--- src/rtl/plat_pkg.sv ---
// plat_pkg: shared types, constants and size decode for the platform address generator
package plat_pkg;
  typedef enum logic [1:0] {IDLE, PENDING, APPLY} upd_state_t;
  localparam int SPRITE_H = 16;
  localparam logic [7:0] SIZE_128 = 8'd128;
  localparam logic [7:0] SIZE_64  = 8'd64;
  localparam logic [7:0] SIZE_32  = 8'd32;
  localparam logic [7:0] SIZE_16  = 8'd16;
  typedef struct packed {
    logic       ok;
    logic [3:0] lg;
  } size_dec_t;
  // Maps a size code to log2 of the sprite width (twice the code); ok=0 for illegal codes
  function automatic size_dec_t size_log2(input logic [7:0] size);
    return (size == SIZE_128) ? size_dec_t'({1'b1, 4'd8}) :
           (size == SIZE_64)  ? size_dec_t'({1'b1, 4'd7}) :
           (size == SIZE_32)  ? size_dec_t'({1'b1, 4'd6}) :
           (size == SIZE_16)  ? size_dec_t'({1'b1, 4'd5}) :
                                size_dec_t'({1'b0, 4'd0});
  endfunction
endpackage

--- src/rtl/plat_upd_ctrl.sv ---
// plat_upd_ctrl: frame-synchronous platform parameter update (pending/active registers); PLAT_HFLIP_EN adds flip
module plat_upd_ctrl
  import plat_pkg::*;
#(
  parameter int COORD_W = 10
) (
  input  logic               clk,
  input  logic               rst_n,
  input  logic               frame_start,
  input  logic [COORD_W-1:0] plat_x,
  input  logic [COORD_W-1:0] plat_y,
  input  logic [7:0]         plat_size,
`ifdef PLAT_HFLIP_EN
  input  logic               plat_hflip,
  output logic               act_flip,
`endif
  input  logic               upd_req,
  output logic               upd_ack,
  output logic [COORD_W-1:0] act_x,
  output logic [COORD_W-1:0] act_y,
  output logic [7:0]         act_size
);
  upd_state_t state, state_n;
  logic cap, apply;
  logic [COORD_W-1:0] pend_x, pend_y;
  logic [7:0] pend_size;
`ifdef PLAT_HFLIP_EN
  logic pend_flip;
`endif
  // Requests are only taken in IDLE; the frame boundary commits them
  always_comb begin
    cap = (state == IDLE) && upd_req;
    apply = (state == PENDING) && frame_start;
    state_n = cap ? PENDING : apply ? APPLY : (state == APPLY) ? IDLE : state;
  end
  // State, pending/active parameter registers and registered acknowledge
  always_ff @(posedge clk or negedge rst_n) begin
    if (!rst_n) begin
      state <= IDLE;
      upd_ack <= 1'b0;
      pend_x <= '0;
      pend_y <= '0;
      pend_size <= '0;
      act_x <= '0;
      act_y <= '0;
      act_size <= '0;
`ifdef PLAT_HFLIP_EN
      pend_flip <= 1'b0;
      act_flip <= 1'b0;
`endif
    end else begin
      state <= state_n;
      upd_ack <= (state == APPLY);
      if (cap) begin
        pend_x <= plat_x;
        pend_y <= plat_y;
        pend_size <= plat_size;
`ifdef PLAT_HFLIP_EN
        pend_flip <= plat_hflip;
`endif
      end
      if (apply) begin
        act_x <= pend_x;
        act_y <= pend_y;
        act_size <= pend_size;
`ifdef PLAT_HFLIP_EN
        act_flip <= pend_flip;
`endif
      end
    end
  end
endmodule

--- src/rtl/plat_addr_gen.sv ---
// plat_addr_gen: two-stage sprite ROM address / hit pipeline for a platform; PLAT_HFLIP_EN adds horizontal flip
module plat_addr_gen #(
  parameter int SPRITE_H = plat_pkg::SPRITE_H,
  parameter int COORD_W  = 10
) (
  input  logic               clk,
  input  logic               rst_n,
  input  logic [COORD_W-1:0] draw_x,
  input  logic [COORD_W-1:0] draw_y,
  input  logic               pix_valid,
  input  logic               frame_start,
  input  logic [COORD_W-1:0] plat_x,
  input  logic [COORD_W-1:0] plat_y,
  input  logic [7:0]         plat_size,
`ifdef PLAT_HFLIP_EN
  input  logic               plat_hflip,
`endif
  input  logic               upd_req,
  output logic               upd_ack,
  output logic [18:0]        read_address,
  output logic               plat_hit,
  output logic               out_valid
);
  import plat_pkg::*;
  logic [COORD_W-1:0] act_x, act_y;
  logic [7:0] act_size;
  size_dec_t dec;
  logic [COORD_W:0] dx, dy, w_ext;
  logic in_rng;
  logic v1, hit1;
  logic [COORD_W:0] dx1, dy1;
  logic [3:0] lg1;
  logic [18:0] row, col, addr_n;
`ifdef PLAT_HFLIP_EN
  logic act_flip, flip1;
`endif

  plat_upd_ctrl #(.COORD_W(COORD_W)) u_ctrl (
    .clk(clk),
    .rst_n(rst_n),
    .frame_start(frame_start),
    .plat_x(plat_x),
    .plat_y(plat_y),
    .plat_size(plat_size),
`ifdef PLAT_HFLIP_EN
    .plat_hflip(plat_hflip),
    .act_flip(act_flip),
`endif
    .upd_req(upd_req),
    .upd_ack(upd_ack),
    .act_x(act_x),
    .act_y(act_y),
    .act_size(act_size)
  );

  assign dec = size_log2(act_size);

  // Offsets are one bit wider than coordinates so the range test never sees a wrapped value
  always_comb begin
    dx = {1'b0, draw_x} - {1'b0, act_x};
    dy = {1'b0, draw_y} - {1'b0, act_y};
    w_ext = {{COORD_W{1'b0}}, 1'b1} << dec.lg;
    in_rng = dec.ok && (draw_x >= act_x) && (dx < w_ext) &&
             (draw_y >= act_y) && (dy < (COORD_W+1)'(SPRITE_H));
  end

  // Stage 1: register offsets, hit flag and the width exponent they were computed against
  always_ff @(posedge clk or negedge rst_n) begin
    if (!rst_n) begin
      v1 <= 1'b0;
      hit1 <= 1'b0;
      dx1 <= '0;
      dy1 <= '0;
      lg1 <= '0;
`ifdef PLAT_HFLIP_EN
      flip1 <= 1'b0;
`endif
    end else begin
      v1 <= pix_valid;
      hit1 <= in_rng;
      dx1 <= dx;
      dy1 <= dy;
      lg1 <= dec.lg;
`ifdef PLAT_HFLIP_EN
      flip1 <= act_flip;
`endif
    end
  end

  // Row offset by shift, column optionally mirrored; zero unless a valid hit
  always_comb begin
    row = 19'(dy1) << lg1;
`ifdef PLAT_HFLIP_EN
    col = flip1 ? ((19'd1 << lg1) - 19'd1 - 19'(dx1)) : 19'(dx1);
`else
    col = 19'(dx1);
`endif
    addr_n = (v1 && hit1) ? row + col : '0;
  end

  // Stage 2: output registers
  always_ff @(posedge clk or negedge rst_n) begin
    if (!rst_n) begin
      out_valid <= 1'b0;
      plat_hit <= 1'b0;
      read_address <= '0;
    end else begin
      out_valid <= v1;
      plat_hit <= v1 && hit1;
      read_address <= addr_n;
    end
  end
endmodule

--- config.mk ---
export PLATFORM = sky130hd
export DESIGN_NAME = plat_addr_gen
export DESIGN_NICKNAME = d
export VERILOG_FILES = /design/src/rtl/plat_pkg.sv /design/src/rtl/plat_upd_ctrl.sv /design/src/rtl/plat_addr_gen.sv
export SDC_FILE = /design/constraint.sdc
export NUM_CORES = 1
export LEC_CHECK = 0
export ABC_AREA = 1
export CAP_MARGIN = 40
export CORE_ASPECT_RATIO = 2
export CORE_MARGIN = 2
export CORE_UTILIZATION = 27
export DETAILED_ROUTE_END_ITERATION = 8
export GPL_ROUTABILITY_DRIVEN = 0
export PLACE_DENSITY = 0.46
export SKIP_CTS_REPAIR_TIMING = 1
export SYNTH_ARGS = -nofsm -noshare
export SYNTH_HDL_FRONTEND = slang
export SYNTH_HIERARCHICAL = 1
export SYNTH_SLANG_ARGS = --single-unit
--- constraint.sdc ---
create_clock -name clk -period 4.4 [get_ports clk]
set_clock_uncertainty 0.05 [all_clocks]
set_input_delay 0.66 -clock clk [delete_from_list [all_inputs] [get_ports clk]]
set_output_delay 0.66 -clock clk [all_outputs]
set_load 0.02 [all_outputs]
==> results.py <==
metrics = {
    "synth": {
        "ys_async_sr_fraction": 1.000,
        "yosysMostFrequentCell": "nand2_1",
        "muxShareOfSynthArea": 0,
        "synth_top_area_share": 0.4184,
        "synth_top_family_by_area": "simple AND/OR/NAND/NOR gates",
        "ys_types": 45,
        "synth-simple-area-share": 0.3059,
        "synth_compound_area_frac": 0.08291,
        "ys_top_cells_by_count": "nand2_1, dfrtp_1, inv_1",
        "synth.avg_cell_area_sq_um": 7.886,
        "ys_seq_area_frac": 0.4184,
        "yosys_warnings": 6,
        "syn_area_sq_um": 6459,
        "syn-instance-count": 819,
        "yosysTopAreaCell": "dfrtp_1",
        "yosys.area_share.adder": 0.08873,
        "ys_ff_latch": 108,
        "synth_area_leaders": "dfrtp_1, nand2_1, ha_1",
        "synthFlopType": "dfrtp_1",
        "synth_xor_area_frac": 0.02034,
        "synth-edff-count": 0,
    },
    "worst_setup_path": {
        "cp.required_ns": 4.65,
        "crit_type": "input pin to flop",
        "start_kind": "input pin",
        "r2r_start": "lg1[0]",
        "max_stage_delay_ns": 0.40,
        "end_kind": "flop",
        "arrival_ns": 3.77,
        "startpoint": "draw_x[0]",
        "path_cells": "clkdlybuf4s50_1 > inv_1 > ha_1 > inv_1 > fa_1 > nand3_1 > and2_1 > inv_1 > a21oi_1 > o21ai_0 > a221oi_1 > ha_1 > a21oi_1 > o21a_1 > nand2_1 > nor2_1 > nand4_1 > nor2_1 > nand4_1 > nor2_1",
        "crit_fanout": 2,
        "cp_slowest_cell": "fa_1",
    },
    "pwr": {
        "seqPwrFrac": 0.284,
        "switchingPower_mw": 2.696,
        "p_comb_frac": 0.567,
        "ir_worst_vdd_uv": 223.9,
        "switching_share": 0.4753,
        "p_leak_nw": 3.882,
        "power_frac_clock": 0.149,
        "power_density_nw_per_um2": 729.4,
        "power.internal_mw": 2.977,
    },
    "cells_and_area": {
        "antennaDiodeCount": 0,
        "instances_no_fill": 1181,
        "multi_input_area_sq_um": 3238,
        "post-route-util": 0.3278,
        "area_growth_pct": 20.42,
        "nNetsFinal": 986,
        "drive_gt1_frac": 0.07383,
        "fillers": 2548,
        "register_area_sq_um": 2703,
    },
    "drt": {
        "finalWirelength_microns": 15790,
        "route.antenna.remaining_nets": 0,
        "drt_iter0_drc": 119,
        "drc_errors": 0,
        "num_vias": 5298,
        "wire_per_inst_microns": 13.37,
        "drtPass1Iterations": 4,
        "vias_per_cell": 4.486,
    },
    "floorplan": {
        "ioPinCount": 75,
        "die_y_microns": 222.7,
        "coreArea_sq_um": 23720,
        "start_util": 0.2723,
        "rows": 80,
        "die_area_sq_um": 25250,
        "die_width_microns": 113.4,
    },
    "clocking": {
        "clockRootBuffer": "clkbuf_16",
        "clk_pin_slew_ns": 0.07,
        "cts-htree-levels": 3,
        "clock_latency_ns": 0.37,
        "cts_tree": "done",
        "clk_path_buf_depth": 2,
        "cts.sink_count": 108,
        "cts_buffers": 9,
    },
    "job": {
        "drv_cap": 0,
    },
    "sta": {
        "rsz0062_at_grt": "no",
        "relSlewSlack": 0.4707,
        "timing.final.crit_share": 0.8008,
        "max_freq_mhz": 283.8,
        "worst_pin_slew_ns": 0.7939,
        "setup_slack_ns": 0.8767,
        "finalSetupTns_ns": 0,
        "hold_viol": 0,
        "setup_viol": 0,
        "slew_viol_final": 0,
        "layout_min_cycle_time_ns": 3.523,
    },
    "place": {
        "portBuffers": 74,
        "placed_cells": 1165,
        "place_ws_ns": 0.4615,
        "hpwl_microns": 13140,
    },
    "global_routing": {
        "grt_max_degree": 62,
        "grt_overflow": 0,
        "grt_pass1_vias": 5304,
        "grt_first_pass_wirelength_microns": 25920,
        "antenna_found_initial": 0,
        "grt_use_total": 0.1323,
    },
    "worst_hold_path": {
        "hp-class": "input pin to asynchronous set/reset pin",
    },
    "status": {
        "status": "complete, no violations",
    },
}
==> cell families (layout without fill, tap and decap cells) <==
logic type,Yosys count,count (layout)
AO/OA/AOI/OAI,90,90
XOR/XNOR,15,15
adder cells (fa/ha/maj),44,44
buffers and inverters,118,188
flip-flops,108,108
other,1,6
AND/OR/NAND/NOR,443,443
==> stage by stage <==
| stage | hold slack, ns | cell area [sq um] | total power, mW |
|---|---|---|---|
| 6_report | 0.3150 | 7777 | 5.673 |
| 5_1_grt | 0.3819 | 7777 | 6.290 |
| 4_1_cts | 0.3440 | 7777 | 5.787 |
| 3_5_place_dp | 0.3542 | 7473 | 4.910 |
| 3_3_place_gp | 0.3578 | 7431 | 4.864 |
| 2_1_floorplan | 0.3040 | 6477 | 4.080 |
==> placed cells by master (no fill, tap or decap), drive strengths merged, types with 2 or more instances in the layout <==
cell / instances
clkbuf: 13
nand4: 33
nand2: 279
buf: 11
o211ai: 6
o21ai: 29
xnor2: 5
nor3: 4
inv: 89
a21boi: 3
clkdlybuf4s50: 73
dfrtp: 108
and2: 2
xor2: 10
o21a: 3
fa: 3
a21oi: 39
a21o: 2
nand3: 60
o21bai: 2
nor2: 63
ha: 41
a31oi: 2
conb: 6
==> power groups by stage <==
stage / clock, mW / combinational, mW / sequential [mW]
after floorplan: 0 / 2.56 / 1.52
after global placement: 0 / 3.23 / 1.63
after detailed placement: 0 / 3.27 / 1.64
after CTS: 0.881 / 3.29 / 1.62
after global routing: 0.922 / 3.70 / 1.66
final: 0.845 / 3.22 / 1.61
==> critical path, delay by kind of cell <==
family | cells | cell delay, ns
AND/OR/NAND/NOR | 8 | 0.73
buffers and inverters | 4 | 0.57
adder cells (fa/ha/maj) | 3 | 0.84
AO/OA/AOI/OAI | 5 | 0.97
==> cell type report <==
class                      count  area share
tap                          287     0.04617
multi-input combinational    598      0.4163
sequential                   108      0.3475
inverter                      88     0.04279
timing repair buffer          84      0.1081
clock buffer                  13     0.03346
clock inverter                 3    0.005631
==> registers in the layout, summed over array words and instances (netlist names), 8 cells and up <==
| name | cells |
|---|---|
| u_ctrl/act_y | 10 |
| u_ctrl/pend_size | 8 |
| dx1 | 11 |
| u_ctrl/act_size | 8 |
| u_ctrl/pend_x | 10 |
| u_ctrl/act_x | 10 |
| dy1 | 11 |
| read_address | 19 |
| u_ctrl/pend_y | 10 |
==> per-layer routing <==
metal	global-route usage	routed length [microns]	vias up
li1	-	-	2792
met1	0.1162	5243	2405
met2	0.2722	9590	74
met3	0.02100	330	27
met4	0.07042	629	0
met5	0	0	-
==> path summary, 6_finish.rpt <==
path / slack (ns) / depth (start not counted) / endpoint
max: 0.88 / 20 / hit1
min: 0.32 / 1 / plat_hit
max reg2reg: 1.04 / 17 / read_address[18]
min reg2reg: 0.39 / 0 / out_valid
max in group asynchronous: 3.12 / 2 / dy1[2]
min in group clk: 0.39 / 0 / out_valid
(Power assumes the default switching activity.)
==> variant 1 (same settings) <==
`COORD_W` is set to 10 in 2 places; all go to 11.
--- a/src/rtl/plat_upd_ctrl.sv
+++ b/src/rtl/plat_upd_ctrl.sv
@@ -3,5 +3,5 @@
   import plat_pkg::*;
 #(
-  parameter int COORD_W = 10
+  parameter int COORD_W = 11
 ) (
   input  logic               clk,
--- a/src/rtl/plat_addr_gen.sv
+++ b/src/rtl/plat_addr_gen.sv
@@ -2,5 +2,5 @@
 module plat_addr_gen #(
   parameter int SPRITE_H = plat_pkg::SPRITE_H,
-  parameter int COORD_W  = 10
+  parameter int COORD_W  = 11
 ) (
   input  logic               clk,
Ports: changed (resized draw_x, draw_y, plat_x and plat_y); port bits go from 75 to 79. The function was not compared with the original's and may differ.
==> variant 1 against the original RTL <==
  * Cell area up 8.6%
  * Global-route usage grew 1.0 points
  * Via count up 7.2%
  * Worst hold slack lost 0.099 ns
  * Non-clock buffer count stayed put
  * Routed wire length up 9.0%
  * Register-to-register slack better by 0.21 ns
  * Area after synthesis increased by 4.5%
  * Combinational power rose by 5%
  * Total power increased by 14%
  * Setup slack improved by 0.27 ns
  * Sequential cell count increased by 6
  * Critical path depth is 2 higher
  * Critical path type unchanged
==> variant 1: results (changes against the original RTL) <==
critical_path:
  r2r_setup_slack_ns: 1.25  # +0.21 ns
  cp_slowest_cell: "clkdlybuf4s50_1"
  reg2reg_to: "read_address[14]$_DFF_PN0_"
  worstPathMaxFanout: 5  # +3
logic_synthesis:
  postSynth.asyncResetShare: 1.00  # unchanged
  ys_seq_area_frac: 0.423  # +0.00425
  synth_compound_area_frac: 0.0688  # -0.0141
  synth_common_cells: "281 x nand2_1, 114 x dfrtp_1, 86 x inv_1"
  synthAdderAreaFrac: 0.0923  # +0.00360
  yosys-top-cells-area: "dfrtp_1 42%, nand2_1 16%, ha_1 8.3%"
  synth_xor_area_frac: 0.0234  # +0.00302
  synth.avg_cell_area_um2: 7.80  # -1.1%
power:
  leakagePower_nw: 4.24  # +9.3%
  p_clk_frac: 0.218  # +0.069
  seqPwrFrac: 0.257  # -0.027
  pg_seq_mw: 1.66  # +3%
  p_int_mw: 3.55  # +19%
clock_tree:
  cts_max_level: 4  # +1
  clk_latency_ns: 0.42  # +0.05 ns
  cts_buffers: 17  # +8
  clkSlewWorstSetupHoldPaths_ns: 0.05  # -0.02 ns
drt:
  wirelength_mm: 17.2  # +9.0%
  vias: 5680  # +7.2%
  drt_iter0_markers: 139  # +17%
grt:
  met2_usage: 0.290  # +0.0174
  grt_pass1_vias: 5891  # +11%
  met1_usage: 0.123  # +0.00673
  grt_start_max_net_pins: 65  # +4.8%
  grt_pass1_wl_mm: 28.6  # +10%
  grtUsageTotal: 0.142  # +0.0102
layout:
  top_regs: "read_address x19, dx1 x12, dy1 x12"
  drive_gt1_frac: 0.0679  # -0.00590
  fillCellCount: 2691  # +5.6%
  nNetsFinal: 1049  # +6.4%
  fin_cells: 1289  # +9.1%
outcome:
  status: "complete, no violations"
placement:
  io_buffers: 78  # +5.4%
  post-place-ws_ns: 0.664  # +0.203 ns
  dp_hpwl_mm: 13.9  # +5.9%
  placed_cell_area_mm2: 0.00784  # +4.9%
timing:
  relSlewSlack: 0.519  # +0.0482
  holdWs_ns: 0.216  # -0.0986 ns
[variant 1: routing by layer]
metal  up-vias  part of all wire
li1       2974                 -
met1      2578              0.33
met2        86              0.60
met3        42             0.024
met4         0             0.043
met5         -                 0
[variant 1: how the worst max path moves through the flow]
stage,from,end,slack [ns],cells after the start
floorplan,draw_x[2],hit1$_DFF_PN0_,1.48,20
global placement,draw_x[2],hit1$_DFF_PN0_,0.72,22
CTS,draw_x[2],hit1$_DFF_PN0_,1.11,22
finish,draw_x[2],hit1$_DFF_PN0_,1.14,22
global route,draw_x[2],hit1$_DFF_PN0_,0.68,22
detailed placement,draw_x[2],hit1$_DFF_PN0_,0.66,22
[variant 1: area by class of cell]
class | instances | area [um^2] | share of cell area
Clock buffer | 22 | 474 | 0.0562
Clock inverter | 10 | 131 | 0.0156
Inverter | 91 | 342 | 0.0405
Multi-Input combinational cell | 636 | 3390 | 0.402
Sequential cell | 114 | 2850 | 0.338
Tap cell | 332 | 415 | 0.0492
Timing Repair Buffer | 84 | 836 | 0.0990
==> variant 2 (same settings) <==
Made on the original files. Take the reset off `read_address` and load it in a clocked block of its own.
--- a/src/rtl/plat_addr_gen.sv
+++ b/src/rtl/plat_addr_gen.sv
@@ -104,10 +104,12 @@
       out_valid <= 1'b0;
       plat_hit <= 1'b0;
-      read_address <= '0;
     end else begin
       out_valid <= v1;
       plat_hit <= v1 && hit1;
-      read_address <= addr_n;
     end
+  end
+
+  always_ff @(posedge clk) begin
+    read_address <= addr_n;
   end
 endmodule
Check against the original RTL: differs if rst_n is asserted again (counterexample within 10 cycles, from zero or initial values and one cycle with rst_n low); with rst_n held inactive, the same outputs for 10 cycles.
==> variant 2 against the original RTL <==
  * Routed wire length up 3.0%
  * Area after synthesis down 2.6%
  * Total power down 2.5%
  * Maximum frequency up 5.1%
  * Sequential cell count unchanged
  * Utilization up 0.26 points
  * Clock power up 2%
  * Count of clock-buffer cells in the layout down 2
  * Register-to-register slack better by 0.34 ns
  * Cell area down 2.2%
  * Sequential share of layout area down 0.48 points
  * Setup slack better by 0.17 ns
  * Combinational power down 6%
  * Die area down 2.6%
  * Critical path type unchanged
  * Largest cell class unchanged
==> variant 2: results (changes against the original RTL) <==
layout:
  multi_input_cells: 599  # +0.17%
  nNetsFinal: 992  # +0.61%
  buffer_area_frac: 0.110  # +0.00205
  nNonClkBuffers: 81  # -3.6%
  fillCellCount: 2557  # +0.35%
  drive_gt1_frac: 0.0544  # -0.0194
  clock_area_frac: 0.0403  # +0.00119
  regArea_mm2: 0.00261  # -3.5%
  nNonClkInverters: 96  # +9.1%
  clock_buffers: 11  # -2
  multi_input_area_share: 0.413  # -0.00332
  fin_cells: 1183  # +0.17%
timing:
  holdWs_ns: 0.319  # +0.00431 ns
  finalWorstSetupSlack_ns: 1.05  # +0.171 ns
  relSlewSlack: 0.493  # +0.0223
placement:
  dp_hpwl_mm: 12.5  # -5.2%
  post-place-ws_ns: 0.694  # +0.232 ns
grt:
  use_met3: 0.0267  # +0.00567
  grtUsageTotal: 0.142  # +0.00946
  met2_usage: 0.253  # -0.0194
  grt_start_max_net_pins: 60  # -3.2%
  met1_usage: 0.171  # +0.0548
  grt_pass1_wl_mm: 28.0  # +8.0%
  grt_pass1_vias: 5649  # +6.5%
power:
  leakagePower_nw: 3.83  # -1.5%
  ir_worst_vdd_mv: 0.266  # +19%
logic_synthesis:
  postSynth.asyncResetShare: 0.824  # -0.176
  synth.distinct_cells: 35  # -22%
  synth.avg_cell_area_um2: 7.59  # -3.7%
  ys_seq_area_frac: 0.415  # -0.00380
  yosys-top-cells-area: "dfrtp_1 35%, nand2_1 16%, ha_1 8.2%"
  synth_common_cells: "260 x nand2_1, 91 x nand3_1, 90 x inv_1"
clock_tree:
  cts_buffers: 9  # unchanged
  clk_latency_ns: 0.35  # -0.02 ns
drt:
  drtPass1Iterations: 4  # unchanged
  wl_met2_mm: 8.34  # -13%
  vias: 5407  # +2.1%
  wl_met1_mm: 7.18  # +37%
  met3_length_um: 490  # +48%
  wirelength_mm: 16.3  # +3.0%
  drt_iter0_markers: 235  # +97%
critical_path:
  crit_path_max_incr_delay_ns: 0.41
  r2r_setup_slack_ns: 1.38  # +0.34 ns
  reg2reg_depth: 18  # +1
  cp_top_family: "simple AND/OR/NAND/NOR gates"
outcome:
  status: "complete, no violations"
==> variant 2: cell count changes after synthesis, sizes merged, moves of 4 or more <==
cell    before  now
a21oi       39   45
dfxtp        0   19
nand3       60   98
inv         88   96
o211ai       6    2
nor2        63   52
dfrtp      108   89
nand2      279  268
o21ai       29   21
==> variant 2: where the power goes <==
group,leakage (nW),internal (mW),switching [mW]
Clock,0.147,0.464,0.393
Combinational,2.42,1.10,1.94
Sequential,1.26,1.35,0.287
==> variant 2: cells by family (layout without fill, tap and decap cells) <==
| kind of cell | after synthesis | count (layout) | synth area share |
|---|---|---|---|
| compound gates | 81 | 81 | 0.0704 |
| xor+xnor | 13 | 13 | 0.0181 |
| fa+ha+maj | 44 | 44 | 0.0911 |
| buf+inv | 126 | 193 | 0.0885 |
| flops | 108 | 108 | 0.415 |
| other cells | 1 | 6 | 0.000596 |
| simple gates | 455 | 455 | 0.317 |
